--- config.mk ---
export PLATFORM = sky130hd
export DESIGN_NAME = mem_arbiter_flat
export DESIGN_NICKNAME = d
export VERILOG_FILES = /design/src/rtl/mem_arbiter_if.sv /design/src/rtl/mem_arbiter.sv /design/src/flat_wrapper.sv
export SDC_FILE = /design/constraint.sdc
export NUM_CORES = 1
export LEC_CHECK = 0
export BUFFER_PORTS_ARGS = -buffer_cell sky130_fd_sc_hd__clkbuf_2
export CAP_MARGIN = 5
export CELL_PAD_IN_SITES_DETAIL_PLACEMENT = 0
export CELL_PAD_IN_SITES_GLOBAL_PLACEMENT = 2
export CORE_MARGIN = 1.5
export CORE_UTILIZATION = 23
export DETAILED_ROUTE_END_ITERATION = 7
export PLACE_DENSITY = 0.94
export SYNTH_ARGS = -nofsm -noshare
export SYNTH_HDL_FRONTEND = slang
export SYNTH_SLANG_ARGS = --single-unit
--- constraint.sdc ---
create_clock -name clk -period 3.4 [get_ports clk]
set_input_delay 0.17 -clock clk [delete_from_list [all_inputs] [get_ports clk]]
set_output_delay 0.17 -clock clk [all_outputs]
set_load 0.02 [all_outputs]
--- src/rtl/mem_arbiter_if.sv ---
// mem_arbiter_if: bundles the fetch, LSU and memory-side signals of the
// unified memory port arbiter. The arbiter connects through the slave
// modport; the core/memory environment uses the master modport.
interface mem_arbiter_if #(
    parameter int DATA_WIDTH      = 32,
    parameter int BYTE_DATA_WIDTH = 4
);
    // instruction fetch side
    logic                       inst_req;
    logic [DATA_WIDTH-1:0]      inst_addr;
    logic                       inst_valid;
    logic [DATA_WIDTH-1:0]      inst_data;
    // LSU side
    logic                       data_req;
    logic                       data_we;
    logic [BYTE_DATA_WIDTH-1:0] byte_enable;
    logic [DATA_WIDTH-1:0]      data_addr;
    logic [DATA_WIDTH-1:0]      wdata;
    logic                       data_valid;
    logic [DATA_WIDTH-1:0]      rdata;
    // memory side
    logic                       mem_req;
    logic                       mem_we;
    logic [BYTE_DATA_WIDTH-1:0] mem_byte_enable;
    logic [DATA_WIDTH-1:0]      mem_addr;
    logic [DATA_WIDTH-1:0]      mem_wdata;
    logic                       mem_valid;
    logic [DATA_WIDTH-1:0]      mem_rdata;
    // status
    logic                       busy;

    modport slave (
        input  inst_req, inst_addr, data_req, data_we, byte_enable, data_addr, wdata,
               mem_valid, mem_rdata,
        output inst_valid, inst_data, data_valid, rdata,
               mem_req, mem_we, mem_byte_enable, mem_addr, mem_wdata, busy
    );

    modport master (
        output inst_req, inst_addr, data_req, data_we, byte_enable, data_addr, wdata,
               mem_valid, mem_rdata,
        input  inst_valid, inst_data, data_valid, rdata,
               mem_req, mem_we, mem_byte_enable, mem_addr, mem_wdata, busy
    );
endinterface

--- src/rtl/mem_arbiter.sv ---
// mem_arbiter: shares one memory port between instruction fetch and the LSU.
// Data requests win by default; a starvation counter forces an instruction
// grant after STARVE_LIMIT consecutive data grants taken while fetch waits.
// Optional feature macro: MEM_ARB_PERF_EN adds saturating 32-bit grant and
// wait-cycle performance counters.
module mem_arbiter #(
    parameter int DATA_WIDTH      = 32,
    parameter int BYTE_DATA_WIDTH = 4,
    parameter int STARVE_LIMIT    = 4
) (
    input  logic                clk,
    input  logic                rst,
`ifdef MEM_ARB_PERF_EN
    output logic [31:0]         perf_inst_grants,
    output logic [31:0]         perf_data_grants,
    output logic [31:0]         perf_wait_cycles,
`endif
    mem_arbiter_if.slave        bus
);
    localparam int              CNT_W = $clog2(STARVE_LIMIT + 1);
    localparam logic [CNT_W-1:0] LIMIT = CNT_W'(STARVE_LIMIT);

    typedef enum logic [1:0] {
        IDLE  = 2'd0,
        GNT_D = 2'd1,
        GNT_I = 2'd2
    } state_e;

    state_e                     state_q;
    logic [CNT_W-1:0]           starve_cnt_q;
    logic                       mem_req_q;
    logic                       mem_we_q;
    logic [BYTE_DATA_WIDTH-1:0] mem_be_q;
    logic [DATA_WIDTH-1:0]      mem_addr_q;
    logic [DATA_WIDTH-1:0]      mem_wdata_q;

    logic                       grant_d_s;
    logic                       grant_i_s;
    logic                       inst_valid_s;
    logic                       data_valid_s;

    // Grant decision for the IDLE cycle and owner-qualified completion pulses
    // (a completion coinciding with reset is dropped).
    always_comb begin
        grant_d_s    = 1'b0;
        grant_i_s    = 1'b0;
        inst_valid_s = 1'b0;
        data_valid_s = 1'b0;
        if (state_q == IDLE) begin
            if (bus.data_req && (!bus.inst_req || (starve_cnt_q < LIMIT))) begin
                grant_d_s = 1'b1;
            end else if (bus.inst_req) begin
                grant_i_s = 1'b1;
            end else begin
                grant_d_s = 1'b0;
            end
        end else begin
            inst_valid_s = (state_q == GNT_I) && bus.mem_valid && !rst;
            data_valid_s = (state_q == GNT_D) && bus.mem_valid && !rst;
        end
    end

    // Arbiter FSM: latches the owner's request on the grant edge and holds the
    // memory outputs stable until the memory completes.
    always_ff @(posedge clk) begin
        if (rst) begin
            state_q      <= IDLE;
            starve_cnt_q <= {CNT_W{1'b0}};
            mem_req_q    <= 1'b0;
            mem_we_q     <= 1'b0;
            mem_be_q     <= {BYTE_DATA_WIDTH{1'b0}};
            mem_addr_q   <= {DATA_WIDTH{1'b0}};
            mem_wdata_q  <= {DATA_WIDTH{1'b0}};
        end else begin
            case (state_q)
                IDLE: begin
                    if (grant_d_s) begin
                        state_q      <= GNT_D;
                        starve_cnt_q <= bus.inst_req ? (starve_cnt_q + CNT_W'(1)) : {CNT_W{1'b0}};
                        mem_req_q    <= 1'b1;
                        mem_we_q     <= bus.data_we;
                        mem_be_q     <= bus.byte_enable;
                        mem_addr_q   <= bus.data_addr;
                        mem_wdata_q  <= bus.wdata;
                    end else if (grant_i_s) begin
                        state_q      <= GNT_I;
                        starve_cnt_q <= {CNT_W{1'b0}};
                        mem_req_q    <= 1'b1;
                        mem_we_q     <= 1'b0;
                        mem_be_q     <= {BYTE_DATA_WIDTH{1'b1}};
                        mem_addr_q   <= bus.inst_addr;
                        mem_wdata_q  <= {DATA_WIDTH{1'b0}};
                    end else begin
                        state_q      <= IDLE;
                    end
                end
                GNT_D, GNT_I: begin
                    if (bus.mem_valid) begin
                        state_q     <= IDLE;
                        mem_req_q   <= 1'b0;
                        mem_we_q    <= 1'b0;
                        mem_be_q    <= {BYTE_DATA_WIDTH{1'b0}};
                        mem_addr_q  <= {DATA_WIDTH{1'b0}};
                        mem_wdata_q <= {DATA_WIDTH{1'b0}};
                    end else begin
                        state_q     <= state_q;
                    end
                end
                default: begin
                    state_q     <= IDLE;
                    mem_req_q   <= 1'b0;
                    mem_we_q    <= 1'b0;
                    mem_be_q    <= {BYTE_DATA_WIDTH{1'b0}};
                    mem_addr_q  <= {DATA_WIDTH{1'b0}};
                    mem_wdata_q <= {DATA_WIDTH{1'b0}};
                end
            endcase
        end
    end

    assign bus.mem_req         = mem_req_q;
    assign bus.busy            = mem_req_q;
    assign bus.mem_we          = mem_we_q;
    assign bus.mem_byte_enable = mem_be_q;
    assign bus.mem_addr        = mem_addr_q;
    assign bus.mem_wdata       = mem_wdata_q;
    assign bus.inst_valid      = inst_valid_s;
    assign bus.data_valid      = data_valid_s;
    assign bus.inst_data       = inst_valid_s ? bus.mem_rdata : {DATA_WIDTH{1'b0}};
    assign bus.rdata           = data_valid_s ? bus.mem_rdata : {DATA_WIDTH{1'b0}};

`ifdef MEM_ARB_PERF_EN
    logic [31:0] perf_inst_q;
    logic [31:0] perf_data_q;
    logic [31:0] perf_wait_q;
    logic        wait_s;

    // A requester is waiting whenever it asserts req but does not own the port.
    assign wait_s = ((state_q != GNT_I) && bus.inst_req) || ((state_q != GNT_D) && bus.data_req);

    // Saturating grant and wait-cycle counters.
    always_ff @(posedge clk) begin
        if (rst) begin
            perf_inst_q <= 32'h0000_0000;
            perf_data_q <= 32'h0000_0000;
            perf_wait_q <= 32'h0000_0000;
        end else begin
            if (grant_i_s && (perf_inst_q != 32'hFFFF_FFFF)) begin
                perf_inst_q <= perf_inst_q + 32'd1;
            end
            if (grant_d_s && (perf_data_q != 32'hFFFF_FFFF)) begin
                perf_data_q <= perf_data_q + 32'd1;
            end
            if (wait_s && (perf_wait_q != 32'hFFFF_FFFF)) begin
                perf_wait_q <= perf_wait_q + 32'd1;
            end
        end
    end

    assign perf_inst_grants = perf_inst_q;
    assign perf_data_grants = perf_data_q;
    assign perf_wait_cycles = perf_wait_q;
`endif
endmodule

--- src/flat_wrapper.sv ---
// flat-port wrapper written by rule: the top's interface ports become plain ports
module mem_arbiter_flat 
#(
    parameter int DATA_WIDTH      = 32,
    parameter int BYTE_DATA_WIDTH = 4,
    parameter int STARVE_LIMIT    = 4
)
  (clk, rst, bus_inst_req, bus_inst_addr, bus_data_req, bus_data_we, bus_byte_enable, bus_data_addr, bus_wdata, bus_mem_valid, bus_mem_rdata, bus_inst_valid, bus_inst_data, bus_data_valid, bus_rdata, bus_mem_req, bus_mem_we, bus_mem_byte_enable, bus_mem_addr, bus_mem_wdata, bus_busy);
  mem_arbiter_if #(.DATA_WIDTH(DATA_WIDTH), .BYTE_DATA_WIDTH(BYTE_DATA_WIDTH)) bus_i ();
  input  logic clk;
  input  logic rst;
  input wire logic [$bits(bus_i.inst_req)-1:0] bus_inst_req;
  input wire logic [$bits(bus_i.inst_addr)-1:0] bus_inst_addr;
  input wire logic [$bits(bus_i.data_req)-1:0] bus_data_req;
  input wire logic [$bits(bus_i.data_we)-1:0] bus_data_we;
  input wire logic [$bits(bus_i.byte_enable)-1:0] bus_byte_enable;
  input wire logic [$bits(bus_i.data_addr)-1:0] bus_data_addr;
  input wire logic [$bits(bus_i.wdata)-1:0] bus_wdata;
  input wire logic [$bits(bus_i.mem_valid)-1:0] bus_mem_valid;
  input wire logic [$bits(bus_i.mem_rdata)-1:0] bus_mem_rdata;
  output wire logic [$bits(bus_i.inst_valid)-1:0] bus_inst_valid;
  output wire logic [$bits(bus_i.inst_data)-1:0] bus_inst_data;
  output wire logic [$bits(bus_i.data_valid)-1:0] bus_data_valid;
  output wire logic [$bits(bus_i.rdata)-1:0] bus_rdata;
  output wire logic [$bits(bus_i.mem_req)-1:0] bus_mem_req;
  output wire logic [$bits(bus_i.mem_we)-1:0] bus_mem_we;
  output wire logic [$bits(bus_i.mem_byte_enable)-1:0] bus_mem_byte_enable;
  output wire logic [$bits(bus_i.mem_addr)-1:0] bus_mem_addr;
  output wire logic [$bits(bus_i.mem_wdata)-1:0] bus_mem_wdata;
  output wire logic [$bits(bus_i.busy)-1:0] bus_busy;
  assign bus_i.inst_req = bus_inst_req;
  assign bus_i.inst_addr = bus_inst_addr;
  assign bus_i.data_req = bus_data_req;
  assign bus_i.data_we = bus_data_we;
  assign bus_i.byte_enable = bus_byte_enable;
  assign bus_i.data_addr = bus_data_addr;
  assign bus_i.wdata = bus_wdata;
  assign bus_i.mem_valid = bus_mem_valid;
  assign bus_i.mem_rdata = bus_mem_rdata;
  assign bus_inst_valid = bus_i.inst_valid;
  assign bus_inst_data = bus_i.inst_data;
  assign bus_data_valid = bus_i.data_valid;
  assign bus_rdata = bus_i.rdata;
  assign bus_mem_req = bus_i.mem_req;
  assign bus_mem_we = bus_i.mem_we;
  assign bus_mem_byte_enable = bus_i.mem_byte_enable;
  assign bus_mem_addr = bus_i.mem_addr;
  assign bus_mem_wdata = bus_i.mem_wdata;
  assign bus_busy = bus_i.busy;
  mem_arbiter #(.DATA_WIDTH(DATA_WIDTH), .BYTE_DATA_WIDTH(BYTE_DATA_WIDTH), .STARVE_LIMIT(STARVE_LIMIT)) u_core (.clk(clk), .rst(rst), .bus(bus_i));
endmodule
==> key figures <==
Route
  – Via count: 4013
  – Drc violations: 0
  – Average routed wire per standard cell: ~16 um
  – 1st-pass router iterations: 4
  – DR vias/cell: 4.59
  – Iteration-0 DRC Markers: approximately 170
  – Antenna-violating nets left: 0
  – Final wirelength: around 14000 um

Setup path
  – Register-to-Register Setup Slack: 1.26 ns
  – Arrival time of the worst setup path: between 2 and 2.5 ns
  – Maximum single-stage delay on the critical path: 0.76 ns
  – Critical path cell sequence: inv_1 -> ha_2 -> and4bb_2 -> and2_1 -> clkbuf_2
  – Maximum fanout encountered on the critical timing path: 33
  – CP endpoint kind: output port
  – Type of the worst setup path: register to output port
  – Req. time, crit path: approximately 3.2 ns
  – R2r worst-path depth: 6
  – Crit-path slowest cell: and4bb_2
  – Startpoint of the most critical register-to-register path: u_core.state_q[0]
  – Worst flop-to-flop path endpoint: u_core.bus.mem_addr[27]
  – Kind of launch point of the worst setup path: register

Clock tree
  – Clock tree from TritonCTS: built
  – Total clock buffers created by CTS: 9
  – Hold-fix buffer count after cts: 0
  – Worst-skew pair later-pin latency: 0.34 ns
  – Number of setup buffers added after CTS: 0
  – Root buf cell: clkbuf_16
  – Maximum level of the CTS H-tree: 3
  – Reg clk slew, reported paths: around 0.060 ns
  – Post-cts gate resize count: 0
  – Buffer depth of the longest clock path: 2
  – Sinks on the clock net: 75

Synthesis
  – Post-synth EDFFs: 0
  – Post-synthesis cell count: between 400 and 500
  – Sequential element share of the synthesized area: 0.405
  – Fraction of synthesis flops using an asynchronous set or reset pin: 0
  – Nets in the synthesized netlist: 550
  – Largest area contributor in the synthesized netlist: dfxtp_1
  – Count of state elements after synthesis: 75
  – Yosys top cell area share: 0.405
  – Synthesized area: roughly 3700 sq um
  – Yosys warnings: 0
  – Most repeated cell in the gate-level netlist after synthesis: dfxtp_1
  – Dominant synthesized flop cell: dfxtp_1
  – Synth area leaders: dfxtp_1 41%, and2_1 11%, mux2i_1 7.0%
  – Commonest cells in the synthesized netlist: 75 x dfxtp_1, 64 x and2_1, 44 x a21oi_1
  – Number of library cell types mapped by synthesis: 33
  – Average instance area after synthesis: 9.08 sq um

Job
  – Max-cap violation count: 0

Placement
  – Final HPWL from detailed placement: between 10000 and 15000 um
  – IO buf count: around 270
  – Count of placed standard cells including taps: 859
  – Final estimated routing congestion in global placement: 0.792
  – Setup Slack @ Placement: 1.23 ns

STA
  – Maximum clock rate: 398 MHz
  – Final critical-path share of the clock period: 0.739
  – Number of slew-limit violations in the final report: 0
  – Setup repair after global routing missed its margin: false
  – Slew @ Worst Pin: 0.927 ns
  – Max-slew headroom at the worst pin: 0.382
  – Final setup fails: 0
  – Setup WS post-layout: 0.888 ns
  – Fin crit period: approximately 2.5 ns
  – Setup TNS: 0 ns
  – Clock skew after layout: 0.00790 ns
  – Final hold vios: 0

Global routing
  – Via count of the first global-routing pass: 3698
  – All-Layer GR Usage: 0.153
  – Initial antenna violation count: 0
  – First-pass GRT wire length: a little under 20000 um
  – Total overflow reported by the global router: 0
  – Pin count of the biggest net entering global routing: 41

Pwr
  – Sw frac: 0.312
  – Clk pwr share: 0.382
  – Max VDD drop: approximately 0.21 mV
  – Ratio of total power to cell area: around 440 nW/um^2
  – Int Power: 1660 uW
  – Combinational fraction of design power: 0.210
  – Static leakage: 0.00265 uW
  – Switching component of the power: 752 uW
  – Seq pwr share: 0.408

Finish
  – Final instance count without filler cells: 875
  – Filler cells: 1691
  – Share of post-route cells with drive strength above 1: 0.473
  – Area growth from synthesis to final layout: 47.3%
  – Antenna diodes: 0
  – Final net count: 796

Die
  – Overall die width: 130 um
  – Area of the core: 15800 sq um
  – Number of placement rows: 46
  – Effective utilization at floorplan: 0.234
  – Die area: 16900 sq um
  – Top-level port count: around 280
  – Die Height: between 100 and 150 um

Min path
  – Type of the most critical hold path: input port to register
  – Hold-critical path endpoint: u_core.bus.mem_wdata[13]
  – Hold Crit Depth: 3
  – Worst Hold Launch: bus_wdata[13]

Run status
  – Status: complete, no violations
how the worst max path moves through the flow:
stage          slack, ns                 to  cells after the start         startpoint
2_1_floorplan       1.56  bus_inst_data[13]                      6  u_core.state_q[0]
3_3_place_gp        1.26  bus_inst_data[25]                      5  u_core.state_q[0]
3_5_place_dp        1.23  bus_inst_data[25]                      5  u_core.state_q[0]
4_1_cts             0.86  bus_inst_data[25]                      5  u_core.state_q[0]
5_1_grt             0.70      bus_rdata[25]                      5  u_core.state_q[0]
6_report            0.89      bus_rdata[25]                      5  u_core.state_q[0]
stage by stage:
| step | hold WS, ns | power [uW] | util | cell area (sq um) |
|---|---|---|---|---|
| final | 0.0849 | 2410 | 0.345 | 5460 |
| after global routing | 0.0748 | 2530 | 0.345 | 5460 |
| after CTS | 0.0734 | 2450 | 0.345 | 5460 |
| after detailed placement | 0.436 | 1510 | 0.327 | 5170 |
| after global placement | 0.435 | 1510 | 0.327 | 5170 |
| after floorplan | 0.341 | 1300 | - | 3700 |
placed cells by master (no fill, tap or decap), drive strengths merged, types with 2 or more instances in the layout:
cell / count
nand2: 2
nor3b: 4
buf: 7
mux2i: 26
a21oi: 44
and2: 64
nand3: 2
nand4: 34
dfxtp: 75
nor2: 10
ha: 4
o32ai: 7
clkbuf: 284
clkinvlp: 2
o2bb2ai: 25
clkinv: 2
o21ai: 39
o2111ai: 4
a22oi: 2
inv: 11
and4bb: 2
critical path: cells and delay by family (launching register included):
kind | cells | cell delay [ns]
DFF | 1 | 0.36
buffers and inverters | 2 | 0.25
and+or+nand+nor | 2 | 0.98
adders and majority gates | 1 | 0.40
logic make-up after synthesis:
logic type | Yosys count | share of synthesized area
simple gates | 123 | 0.211
buf+inv | 55 | 0.0750
fa+ha+maj | 4 | 0.0135
compound gates | 125 | 0.225
mux | 26 | 0.0702
flops | 75 | 0.405
power by group through the flow:
stage          Clock (uW)  Combinational, uW  Sequential, uW
3_5_place_dp            0                510            1000
5_1_grt               990                548             992
6_report              921                506             986
4_1_cts               950                512             986
3_3_place_gp            0                508            1000
2_1_floorplan           0                223            1080
layout make-up:
cell class | count | area [sq um] | share of cell area
multi-input cells | 278 | 1940 | 0.356
flip-flops and latches | 75 | 1500 | 0.275
repair buffers | 281 | 1420 | 0.261
well taps | 216 | 270 | 0.0495
clock buffers | 10 | 239 | 0.0438
clock inverters | 6 | 46.3 | 0.00848
inverters | 9 | 33.8 | 0.00619
per-layer routing:
layer	routed length [um]	track usage	vias to the layer above
met5	0	0	-
met4	422	0.0784	0
met3	1140	0.0422	24
met2	6440	0.264	219
met1	5760	0.173	1803
li1	-	-	1967
registers in the layout, indices dropped and copies added, names as in the netlist:
signal and cells:
u_core.bus.mem_we 1, u_core.bus.mem_byte_enable 4, u_core.bus.busy 1, u_core.bus.mem_addr 32
u_core.state_q 2, u_core.bus.mem_wdata 32, u_core.starve_cnt_q 3
Power figures use the tool's default switching activity.
